**src/rtl/jtag_bridge_pkg.sv**
```systemverilog
// Shared constants and helpers for the JTAG user-DR bridge: status bit
// positions within the outbound frame and width helpers.
package jtag_bridge_pkg;

  localparam int STAT_OVF  = 0;
  localparam int STAT_FERR = 1;

  typedef struct packed {
    logic ferr;
    logic ovf;
  } status_t;

  function automatic int cnt_width(input int in_width);
    return (in_width > 1) ? $clog2(in_width) : 1;
  endfunction

  function automatic int frame_width(input int out_width);
    return out_width + 2;
  endfunction

endpackage

```
**src/rtl/jtag_word_fifo.sv**
```systemverilog
// Synchronous word FIFO. A push while full is still taken when a pop
// frees the head slot in the same cycle.
module jtag_word_fifo #(
  parameter int WIDTH = 8,
  parameter int DEPTH = 16
) (
  input  logic             clk,
  input  logic             rst_n,
  input  logic             push,
  input  logic [WIDTH-1:0] push_data,
  input  logic             pop,
  output logic [WIDTH-1:0] head,
  output logic             empty,
  output logic             full
);

  localparam int AW = $clog2(DEPTH);

  logic [WIDTH-1:0] mem_q [DEPTH];
  logic [AW-1:0]    wr_ptr_q, rd_ptr_q;
  logic [AW:0]      count_q;
  logic             do_push, do_pop;

  assign empty   = (count_q == '0);
  assign full    = (count_q == (AW+1)'(DEPTH));
  assign do_pop  = pop & ~empty;
  assign do_push = push & (~full | do_pop);
  assign head    = empty ? '0 : mem_q[rd_ptr_q];

  always_ff @(posedge clk or negedge rst_n) begin
    if (!rst_n) begin
      wr_ptr_q <= '0;
      rd_ptr_q <= '0;
      count_q  <= '0;
    end else begin
      if (do_push) wr_ptr_q <= wr_ptr_q + 1'b1;
      if (do_pop)  rd_ptr_q <= rd_ptr_q + 1'b1;
      case ({do_push, do_pop})
        2'b10:   count_q <= count_q + 1'b1;
        2'b01:   count_q <= count_q - 1'b1;
        default: count_q <= count_q;
      endcase
    end
  end

  // Storage needs no reset: head is masked while the FIFO is empty.
  always_ff @(posedge clk) begin
    if (do_push) mem_q[wr_ptr_q] <= push_data;
  end

endmodule

```
**src/rtl/jtag_dr_bridge.sv**
```systemverilog
// JTAG user-DR transport in the tck domain: slices inbound scans into words
// for the core and shifts out result plus sticky status on tdo.
module jtag_dr_bridge
  import jtag_bridge_pkg::*;
#(
  parameter int IN_WIDTH   = 8,
  parameter int OUT_WIDTH  = 32,
  parameter int FIFO_DEPTH = 16
) (
  input  logic                 tck,
  input  logic                 test_logic_reset_n,
  input  logic                 tdi,
  output logic                 tdo,
  input  logic                 ir_is_user,
  input  logic                 capture_dr,
  input  logic                 shift_dr,
  input  logic                 update_dr,
  output logic [IN_WIDTH-1:0]  in_data,
  output logic                 in_valid,
  input  logic                 in_ready,
  input  logic [OUT_WIDTH-1:0] result_data,
  input  logic                 result_valid
);

  localparam int CW = cnt_width(IN_WIDTH);
  localparam int FW = frame_width(OUT_WIDTH);

  logic                cap, sh, upd;
  logic [IN_WIDTH-1:0] in_sr_q, in_sr_d, word;
  logic [CW-1:0]       bit_cnt_q, bit_cnt_d;
  logic                last_bit, push, pop, empty, full;
  status_t             stat_q, stat_d;
  logic [FW-1:0]       out_sr_q, out_sr_d;
  logic                tdo_q;

  assign cap      = ir_is_user & capture_dr;
  assign sh       = ir_is_user & shift_dr;
  assign upd      = ir_is_user & update_dr;
  assign word     = {tdi, in_sr_q[IN_WIDTH-1:1]};
  assign last_bit = (bit_cnt_q == CW'(IN_WIDTH-1));
  assign push     = sh & last_bit;
  assign pop      = ~empty & in_ready;
  assign in_valid = ~empty;
  assign tdo      = tdo_q;

  always_comb begin
    in_sr_d   = in_sr_q;
    bit_cnt_d = bit_cnt_q;
    stat_d    = stat_q;
    out_sr_d  = out_sr_q;
    if (cap) begin
      bit_cnt_d = '0;
      stat_d    = '0;
      out_sr_d  = '0;
      out_sr_d[OUT_WIDTH-1:0]          = result_valid ? result_data : '0;
      out_sr_d[OUT_WIDTH + STAT_OVF]   = stat_q.ovf;
      out_sr_d[OUT_WIDTH + STAT_FERR]  = stat_q.ferr;
    end
    if (sh) begin
      in_sr_d   = word;
      bit_cnt_d = last_bit ? '0 : bit_cnt_q + 1'b1;
      out_sr_d  = {1'b0, out_sr_q[FW-1:1]};
    end
    if (upd) bit_cnt_d = '0;
    // Set events override the read-to-clear on capture.
    if (push & full & ~pop)        stat_d.ovf  = 1'b1;
    if (upd && bit_cnt_q != '0)    stat_d.ferr = 1'b1;
  end

  always_ff @(posedge tck or negedge test_logic_reset_n) begin
    if (!test_logic_reset_n) begin
      in_sr_q   <= '0;
      bit_cnt_q <= '0;
      stat_q    <= '0;
      out_sr_q  <= '0;
      tdo_q     <= 1'b0;
    end else begin
      in_sr_q   <= in_sr_d;
      bit_cnt_q <= bit_cnt_d;
      stat_q    <= stat_d;
      out_sr_q  <= out_sr_d;
      tdo_q     <= out_sr_d[0];
    end
  end

  jtag_word_fifo #(
    .WIDTH (IN_WIDTH),
    .DEPTH (FIFO_DEPTH)
  ) u_fifo (
    .clk       (tck),
    .rst_n     (test_logic_reset_n),
    .push      (push),
    .push_data (word),
    .pop       (pop),
    .head      (in_data),
    .empty     (empty),
    .full      (full)
  );

endmodule
```
**config.mk**
```make
export PLATFORM = sky130hd
export DESIGN_NAME = jtag_dr_bridge
export DESIGN_NICKNAME = d
export VERILOG_FILES = /design/src/rtl/jtag_bridge_pkg.sv /design/src/rtl/jtag_word_fifo.sv /design/src/rtl/jtag_dr_bridge.sv
export SDC_FILE = /design/constraint.sdc
export NUM_CORES = 1
export LEC_CHECK = 0
export ABC_CLOCK_PERIOD_IN_PS = 4900
export CAP_MARGIN = 10
export CORE_MARGIN = 2
export CORE_UTILIZATION = 64
export DETAILED_ROUTE_END_ITERATION = 8
export GPL_ROUTABILITY_DRIVEN = 0
export HOLD_SLACK_MARGIN = 0.05
export PLACE_DENSITY = 0.89
export SLEW_MARGIN = 15
export SYNTH_ARGS = -nofsm -noshare
export SYNTH_HDL_FRONTEND = slang
export SYNTH_HIERARCHICAL = 1
export SYNTH_SLANG_ARGS = --single-unit
```
**constraint.sdc**
```tcl
create_clock -name tck -period 4.9 [get_ports tck]
set_clock_uncertainty 0.2 [all_clocks]
set_input_delay 0.98 -clock tck [delete_from_list [all_inputs] [get_ports tck]]
set_output_delay 0.98 -clock tck [all_outputs]
set_load 0.05 [all_outputs]
```
# ---- Yosys cells after proc, flatten, opt, wreduce, memory -nomap -nowiden
# Memories as Yosys holds them, arrays and structs flattened.
# Index checks and enable logic that the tools add are counted.
dict set report classes {
  n_mul 0
  mux 14
  n_shift 0
  n_reduce_logical 8
  magnitude_cmp 0
  n_bitwise 13
  n_addsub 5
  eq_ne 4
  div_mod_pow 0
}
# operator n
set ops {}
lappend ops {{$mux W34} 2}
lappend ops {{$mux W32} 1}
lappend ops {{$mux W3} 4}
lappend ops {{$pmux W5 S2} 1}
lappend ops {{$and A1 B1 Y1} 9}
lappend ops {{$add A4 B1 Y4 const B} 2}
lappend ops {{$mux W8} 1}
lappend ops {{$reduce_bool A2 Y1} 4}
lappend ops {{$reduce_bool A3 Y1} 2}
lappend ops {{$add A5 B1 Y5 const B} 1}
lappend ops {{$eq A5 B5 Y1 const B} 1}
lappend ops {{$logic_not A5 Y1} 1}
lappend ops {{$sub A5 B1 Y5 const B} 1}
lappend ops {{$mux W1} 4}
lappend ops {{$add A3 B1 Y3 const B} 1}
lappend ops {{$eq A3 B3 Y1 const B} 1}
lappend ops {{$not A1 Y1} 3}
lappend ops {{$eq A2 B1 Y1 const B} 1}
lappend ops {{$eq A2 B2 Y1 const B} 1}
lappend ops {{$mux W2} 1}
lappend ops {{$logic_and A1 B1 Y1} 1}
lappend ops {{$or A1 B1 Y1} 1}
dict set report word_totals {
  latch_bits 0
  mem_count 1
  wordCells 54
  out_inout_bits 10
  mem_bits_ro 0
  in_bits 41
  ff_bits 60
  ramBits 128
}
# memory words width read_ports rd_clocked_by_memory_dff write_ports line
set mem_list {}
lappend mem_list {u_fifo.mem_q 16 8 1 0 1 jtag_word_fifo.sv:19} ;# logic [WIDTH-1:0] mem_q [DEPTH];

# ---- Logic depth before layout (Yosys ltp)
# Gate-level depths: netlist (run 1).
dict set report logic_depth {
  word_depth 8
  depth_mapped 11
  ltp_nobuf 11
}

# ---- Cells and area by module
# Netlist (run 1), hierarchy kept.
# mod seq_area_each_um2 n_inst area_each_um2 cells_per_inst
set by_module_without_submodules {}
lappend by_module_without_submodules {jtag_word_fifo 4169.0 1 5878.1 302}
lappend by_module_without_submodules {jtag_dr_bridge 1151.1 1 2200.9 233}

# ---- Least setup slack after synthesis (run 1)
# No wires, ideal clock.
dict set report synth_path {
  path_type {reg-to-output}
  start {reg u_fifo.rd_ptr_q[1]}
  end {out in_data[0]}
  path_slack_ns 1.370
  stages_incl_launch_ff 7
  arrival_time_ns 2.350
  required_time_ns 3.720
  path_buffers 3
  path_cell_list {dfrtp_1 > buf_6 > buf_2 > buf_4 > mux4_2 > mux2i_1 > a211oi_1}
}
dict set report synth_via {
  elab_chain_cells 2
}
# item line
set synth_rtl {}
lappend synth_rtl {{start: declaration} jtag_word_fifo.sv:20} ;# logic [AW-1:0] wr_ptr_q, rd_ptr_q;
lappend synth_rtl {{start signal: assignment} jtag_word_fifo.sv:37} ;# if (do_pop) rd_ptr_q <= rd_ptr_q + 1'b1;
lappend synth_rtl {{$mem_v2 Z16 W8} -}
lappend synth_rtl {{$mux W8} jtag_word_fifo.sv:28} ;# assign head = empty ? '0 : mem_q[rd_ptr_q];
lappend synth_rtl {{end: declaration} jtag_dr_bridge.sv:18} ;# output logic [IN_WIDTH-1:0] in_data,
# No other way between the ends.

# ---- Final worst setup path (run 1)
dict set report layout_path {
  start {reg u_fifo.rd_ptr_q[3]}
  end {out in_data[5]}
}
# The elaborated chain is that of the path after synthesis.

==> results of run 1 <==
## registers in the layout (all words and copies together), names as in the netlist
name             flops
out_sr_q            33
u_fifo/wr_ptr_q      4
tdo                  1
stat_q               2
u_fifo/rd_ptr_q      4
u_fifo/mem_q       128
bit_cnt_q            3
in_sr_q              7
u_fifo/count_q       5
## where the power goes
group,internal [µW],switching [µW],total [µW],leakage [µW]
clock,823,590,1410,0.000293
sequential,1900,239,2140,0.00186
combinational,646,763,1410,0.00120
total,3370,1590,4960,0.00335
## worst reg2reg max path: stages, from the launching register on
cell,delay [ns]
sky130_fd_sc_hd__dfrtp_1,0.42
sky130_fd_sc_hd__or4_4,0.64
sky130_fd_sc_hd__nor2_8,0.26
sky130_fd_sc_hd__nor2b_1,0.17
sky130_fd_sc_hd__o21ai_2,0.15
sky130_fd_sc_hd__nand2b_1,0.21
sky130_fd_sc_hd__inv_1,0.11
sky130_fd_sc_hd__ha_1,0.36
sky130_fd_sc_hd__nand2b_1,0.11
sky130_fd_sc_hd__a2111o_1,0.39
sky130_fd_sc_hd__o31a_1,0.11
sky130_fd_sc_hd__o211ai_1,0.15
## placed cells by master, fill, tap and decap left out, drive strengths merged, types with 11 or more instances in the layout
master         Yosys  routed
edfxtp           128     128
dfrtp             59      59
clkdlybuf4s50      0      49
nor2              44      44
nand2             38      38
nand4             33      33
a31oi             32      32
mux4              32      32
clkbuf             6      20
inv               16      20
a211oi            16      16
buf               31      15
mux2i             11      11
ha                11      11
## per-layer routing
layer,vias up,share of wire,track usage
met5,-,0,0
met2,230,0.51,0.432
met4,0,0.020,0.0984
met1,2494,0.41,0.367
met3,37,0.066,0.0560
li1,2150,-,-
## stage by stage
stage | util | total power, µW | cells
after floorplan | - | 3170 | 535
final | 0.745 | 4960 | 766
after detailed placement | 0.696 | 3560 | 734
after global placement | 0.696 | 3490 | 734
after global routing | 0.745 | 5170 | 766
after CTS | 0.745 | 4980 | 766
## how the worst max path moves through the flow
stage | slack, ns | end | startpoint | cells after the start
detailed placement | 1.03 | in_data[2] | u_fifo/rd_ptr_q[3] | 5
global route | 0.39 | in_data[2] | u_fifo/rd_ptr_q[3] | 5
floorplan | 1.37 | in_data[0] | u_fifo/rd_ptr_q[1] | 6
CTS | 0.56 | in_data[2] | u_fifo/rd_ptr_q[3] | 5
finish | 0.59 | in_data[5] | u_fifo/rd_ptr_q[3] | 5
global placement | 1.15 | in_data[4] | u_fifo/rd_ptr_q[1] | 6
## kinds of logic (layout without fill, tap and decap cells)
logic type               Yosys count  in the layout
buffers and inverters             53            112
XOR/XNOR                           9              9
AND/OR/NAND/NOR                  151            151
AO/OA/AOI/OAI                     70             70
flip-flops                       187            187
multiplexers                      53             53
adder cells (fa/ha/maj)           12             12
## area by class of cell
| type | count | area, µm² |
|---|---|---|
| fillers | 692 | 3180 |
| inverters | 16 | 60.1 |
| repair buffers | 64 | 601 |
| clock buffers | 20 | 447 |
| well taps | 172 | 215 |
| clock inverters | 12 | 161 |
| flip-flops and latches | 187 | 5320 |
| multi-input cells | 295 | 2480 |
==> impl_metrics.csv, run 1 <==
group,metric,value,unit
timing,finalHoldViolations,0,
yosys,adder_cell_area_share_of_the_yosys_netlist,0.0195,
power_and_ir_drop,powerDensity,535,mW/mm²
yosys,post_synth_and_or_nand_nor_area_fraction,0.0948,
floorplanning,core_area,0.0125,mm²
finish,drive_gt1_frac,0.152,
yosys,yosys.area.top_type,"sky130_fd_sc_hd__edfxtp_1",
yosys,area_share_of_the_leading_cell_type_in_the_synthesized_netlist,0.476,
drt,drt_pre_antenna_iters,7,
placement,dpl.hpwl,10400,µm
drt,drt_drc_violations_left,0,
floorplanning,die_height,116,µm
yosys,synth.distinct_cells,48,
floorplanning,rows,41,
clock_network,cts_repair_resize_count,0,
placement,post_place_setup_slack,1.03,ns
finish,nNetsFinal,634,
worst_setup_path,critical_path.reg2reg.startpoint,"u_fifo/count_q[1]",
timing,max_slew.worst_pin.slew,1.16,ns
min_path,timing.hold.worst.start,"stat_q[1]",
power_and_ir_drop,vdd.ir_drop.worst,0.298,mV
drt,via_count,4911,
placement,io_buffer_count,50,
drt,post_drt_wl_per_cell,22.1,µm
clock_network,clkTransAtPathRegs,0.07,ns
yosys,synth_compound_area_frac,0.0629,
worst_setup_path,crit_path_top_delay_cell,"sky130_fd_sc_hd__dfrtp_1",
yosys,avgSynthCellArea,15.1,µm²
timing,timing.max_slew.rel_slack,0.227,
timing,finalWorstSetupSlack,0.586,ns
clock_network,cts_max_path_buffers,2,
clock_network,tritoncts,"built",
yosys,post_synth_inst_count,535,
yosys,synth_ff_type,"sky130_fd_sc_hd__edfxtp_1",
clock_network,hold_buffers,0,
clock_network,htree_num_levels,4,
worst_setup_path,critical_path.endpoint_type,"primary output",
timing,timing.fmax,232,MHz
floorplanning,floorplan.io_pins,51,
yosys,synth_warnings,6,
global_routing,grt_max_degree,44,
timing,finalCritPeriodShare,0.880,
worst_setup_path,worst_ep_required_time,3.72,ns
yosys,synth_top_family_by_area,"multiplexers",
worst_setup_path,cp_slowest_stage_delay,1.00,ns
worst_setup_path,r2r_end,"u_fifo/count_q[4]",
worst_setup_path,cp_num_buf_inv,1,
finish,finish.instance_area,0.00928,mm²
yosys,netlist_top_cells_area,"sky130_fd_sc_hd__edfxtp_1, sky130_fd_sc_hd__dfrtp_1, sky130_fd_sc_hd__mux4_2",
timing,setup_viol,0,
finish,area_growth_syn_to_layout,14.9,%
worst_setup_path,critical_path_class,"flop to primary output",
timing,finalMaxSlewViolations,0,
placement,placed_area,0.00867,mm²
timing,min_clock_period_post_route,4.31,ns
clock_network,numClockSinks,187,
yosys,synthesis.nets,588,
job,drv.max_cap_violation_count,0,
global_routing,first_pass_grt_wire_length,26100,µm
timing,final.setup.tns,0,ns
worst_setup_path,path_common_cell,"sky130_fd_sc_hd__a211oi_1",
yosys,postSynthRegisterBits,187,
yosys,netlist_top_cells_count,"sky130_fd_sc_hd__edfxtp_1, sky130_fd_sc_hd__dfrtp_1, sky130_fd_sc_hd__nor2_1, sky130_fd_sc_hd__nand2_1, sky130_fd_sc_hd__nand4_1",
timing,whs,0.327,ns
yosys,yosys.area_share.xor_xnor,0.00976,
min_path,holdCritPathClass,"flop to flop",
yosys,synth_enable_flop_cells,128,
global_routing,grt_pass1_vias,4778,
worst_setup_path,arrival,3.13,ns
drt,drtIter0Drc,600,
worst_setup_path,crit_chain,"mux4_2 -> nor2b_1 -> a211oi_1 -> a211oi_1 -> clkdlybuf4s50_1",
floorplanning,initial_utilization,0.648,
global_routing,antenna_found_initial,0,
yosys,muxShareOfSynthArea,0.120,
clock_network,clock_latency,0.44,ns
clock_network,number_of_buffers_added_for_setup_after_cts,0,
yosys,synth_area,0.00808,mm²
timing,unrepaired_setup_endpoints_after_global_routing,"no",
clock_network,cts_inserted_buffers,17,
drt,detail_route.vias_per_cell,6.41,
worst_setup_path,r2r_setup_slack,1.54,ns
power_and_ir_drop,leakage_power,0.00335,µW
global_routing,global_route.overflow_total,0,
run_status,outcome,"complete, no violations",
worst_setup_path,critical_path_peak_fanout,22,
worst_setup_path,cpLargestDelayFamily,"flip-flops",
min_path,worst_hold_path.endpoint,"stat_q[1]",
yosys,yosys.cell_count.top_type,"sky130_fd_sc_hd__edfxtp_1",
yosys,synth_sequential_area_ratio,0.659,
worst_setup_path,worst-r2r-cell-count,11,
drt,routed_wirelength,16900,µm
floorplanning,die_width,116,µm
clock_network,clock-root-buffer,"sky130_fd_sc_hd__clkbuf_16",
global_routing,globalRouteTotalUtil,0.267,
yosys,ys_async_sr_fraction,0.316,
drt,ant_nets,0,
worst_setup_path,critPathLaunchType,"flop",
floorplanning,die_area,0.0135,mm²
finish,antennaDiodeCount,0,
min_path,cell_depth_of_the_worst_min_delay_path,1,
No activity file was read; power rests on OpenSTA's default activity.
==> run 2: changes to the inputs <==
Settings changed: CORE_UTILIZATION 64 to 55, CTS_BUF_LIST set to sky130_fd_sc_hd__clkbuf_8, PLACE_DENSITY 0.89 to 0.79.
==> run 2 against run 1 <==
Against the previous run: hold slack worse by 0.018 ns; fmax down 3.1%; clock power shrank 23%; die area up 16%; global-route usage shrank 5.4 points; combinational power about the same; critical path type unchanged; sequential cell count did not move; wire length down 6.5%; critical path depth is the same; cell count increased by 1.3%.
==> impl_metrics.csv, run 2 (same netlist as run 1, synthesis figures left out) <==
group,metric,value,unit
drt,drt_drc_violations_left,0,
worst_setup_path,critical_path_peak_fanout,14,
drt,drt_pre_antenna_iters,5,
drt,post_drt_wl_per_cell,20.4,µm
clock_network,hold_buffers,0,
timing,whs,0.309,ns
job,drv.max_cap_violation_count,0,
worst_setup_path,r2r_setup_slack,1.58,ns
drt,detail_route.vias_per_cell,6.08,
min_path,holdCritPathClass,"flop to flop",
worst_setup_path,critical_path_class,"flop to primary output",
floorplanning,floorplan.io_pins,51,
clock_network,number_of_buffers_added_for_setup_after_cts,0,
timing,setup_viol,0,
timing,timing.max_slew.rel_slack,0.257,
timing,finalMaxSlewViolations,0,
drt,drtIter0Drc,434,
placement,io_buffer_count,50,
power_and_ir_drop,vdd.ir_drop.worst,0.273,mV
timing,min_clock_period_post_route,4.45,ns
run_status,outcome,"complete, no violations",
finish,layout_commonest_cell,"sky130_fd_sc_hd__edfxtp_1",
worst_setup_path,critPathLaunchType,"flop",
timing,timing.fmax,225,MHz
finish,final_cell_mix,"sky130_fd_sc_hd__edfxtp_1, sky130_fd_sc_hd__dfrtp_1, sky130_fd_sc_hd__clkdlybuf4s50_1, sky130_fd_sc_hd__nor2_1, sky130_fd_sc_hd__nand2_1",
floorplanning,die_width,125,µm
global_routing,grt_max_degree,60,
finish,largest_registers,"u_fifo/mem_q x128, out_sr_q x33, in_sr_q x7",
timing,finalHoldViolations,0,
floorplanning,core_area,0.0144,mm²
global_routing,grt_pass1_vias,4869,
worst_setup_path,critical_path.endpoint_type,"primary output",
clock_network,clock-root-buffer,"sky130_fd_sc_hd__clkbuf_8",
worst_setup_path,worst-r2r-cell-count,11,
timing,finalCritPeriodShare,0.908,
power_and_ir_drop,total_power,4650,µW
clock_network,numClockSinks,187,
drt,routed_wirelength,15800,µm
floorplanning,rows,44,
worst_setup_path,setup.worst_path.start,"u_fifo/rd_ptr_q[1]",
clock_network,tritoncts,"built",
finish,nFillCells,1031,
finish,antennaDiodeCount,0,
clock_network,clkTransAtPathRegs,0.10,ns
finish,largest_register_ff_count,128,
finish,drive_gt1_frac,0.152,
drt,ant_nets,0,
finish,area_growth_syn_to_layout,12.8,%
worst_setup_path,worst_ep_required_time,3.72,ns
power_and_ir_drop,powerDensity,510,mW/mm²
global_routing,global_route.overflow_total,0,
timing,final.setup.tns,0,ns
placement,dpl.hpwl,10400,µm
finish,finish.instance_area,0.00911,mm²
worst_setup_path,r2r_end,"u_fifo/count_q[4]",
timing,unrepaired_setup_endpoints_after_global_routing,"no",
clock_network,clock_latency,0.46,ns
global_routing,globalRouteTotalUtil,0.213,
floorplanning,initial_utilization,0.560,
finish,multiInputGateArea,0.00248,mm²
finish,max_flop_register,"u_fifo/mem_q",
global_routing,antenna_found_initial,0,
clock_network,htree_num_levels,4,
drt,via_count,4716,
placement,placed_area,0.00869,mm²
clock_network,cts_repair_resize_count,0,
worst_setup_path,critical_path.reg2reg.startpoint,"u_fifo/count_q[1]",
worst_setup_path,arrival,3.27,ns
floorplanning,die_area,0.0157,mm²
global_routing,first_pass_grt_wire_length,25400,µm
power_and_ir_drop,leakage_power,0.00327,µW
timing,max_slew.worst_pin.slew,1.11,ns
clock_network,cts_inserted_buffers,17,
finish,utilization,0.632,
worst_setup_path,crit_path_end,"in_data[1]",
finish,ff_latch_area,0.00532,mm²
clock_network,cts_max_path_buffers,2,
finish,nNetsFinal,632,
floorplanning,die_height,125,µm
## run 2: worst min-delay path by stage
stage          startpoint         to  slack [ns]  cells past startpoint
2_1_floorplan   stat_q[1]  stat_q[1]        0.27                      1
3_3_place_gp    stat_q[1]  stat_q[1]        0.28                      1
3_5_place_dp    stat_q[1]  stat_q[1]        0.29                      1
4_1_cts         stat_q[1]  stat_q[1]        0.31                      1
5_1_grt         stat_q[1]  stat_q[1]        0.35                      1
6_report        stat_q[1]  stat_q[1]        0.31                      1
## run 2: power by group
part	total [µW]	internal, µW	switching (µW)
sequential	2170	1900	275
clock	1080	529	551
combinational	1400	653	744
## run 2: layout make-up
cell class                 instances  share of cell area
multi-input combinational        295               0.272
clock inverter                    14              0.0195
clock buffer                      18              0.0272
sequential                       187               0.584
timing repair buffer              62              0.0656
tap                              184              0.0253
inverter                          16             0.00659
## run 2: metal layers
| layer | vias up | GRT usage | routed length, µm |
|---|---|---|---|
| li1 | 2141 | - | - |
| met1 | 2426 | 0.269 | 6530 |
| met2 | 123 | 0.368 | 8280 |
| met3 | 26 | 0.0415 | 646 |
| met4 | 0 | 0.0824 | 345 |
| met5 | - | 0 | 0 |
## run 2: worst max-delay path, stage by stage (launching register included)
cell	delay (ns)
sky130_fd_sc_hd__dfrtp_1	0.72
sky130_fd_sc_hd__buf_4	0.36
sky130_fd_sc_hd__mux4_2	0.55
sky130_fd_sc_hd__a211oi_1	0.30
sky130_fd_sc_hd__a211oi_1	0.12
sky130_fd_sc_hd__clkdlybuf4s50_1	0.76
## run 2: through the flow
stage                     instances  worst slack, ns
after CTS                       776            0.385
after floorplan                 535             1.37
after global placement          744             1.07
after global routing            776            0.269
after detailed placement        744            0.965
final                           776            0.450
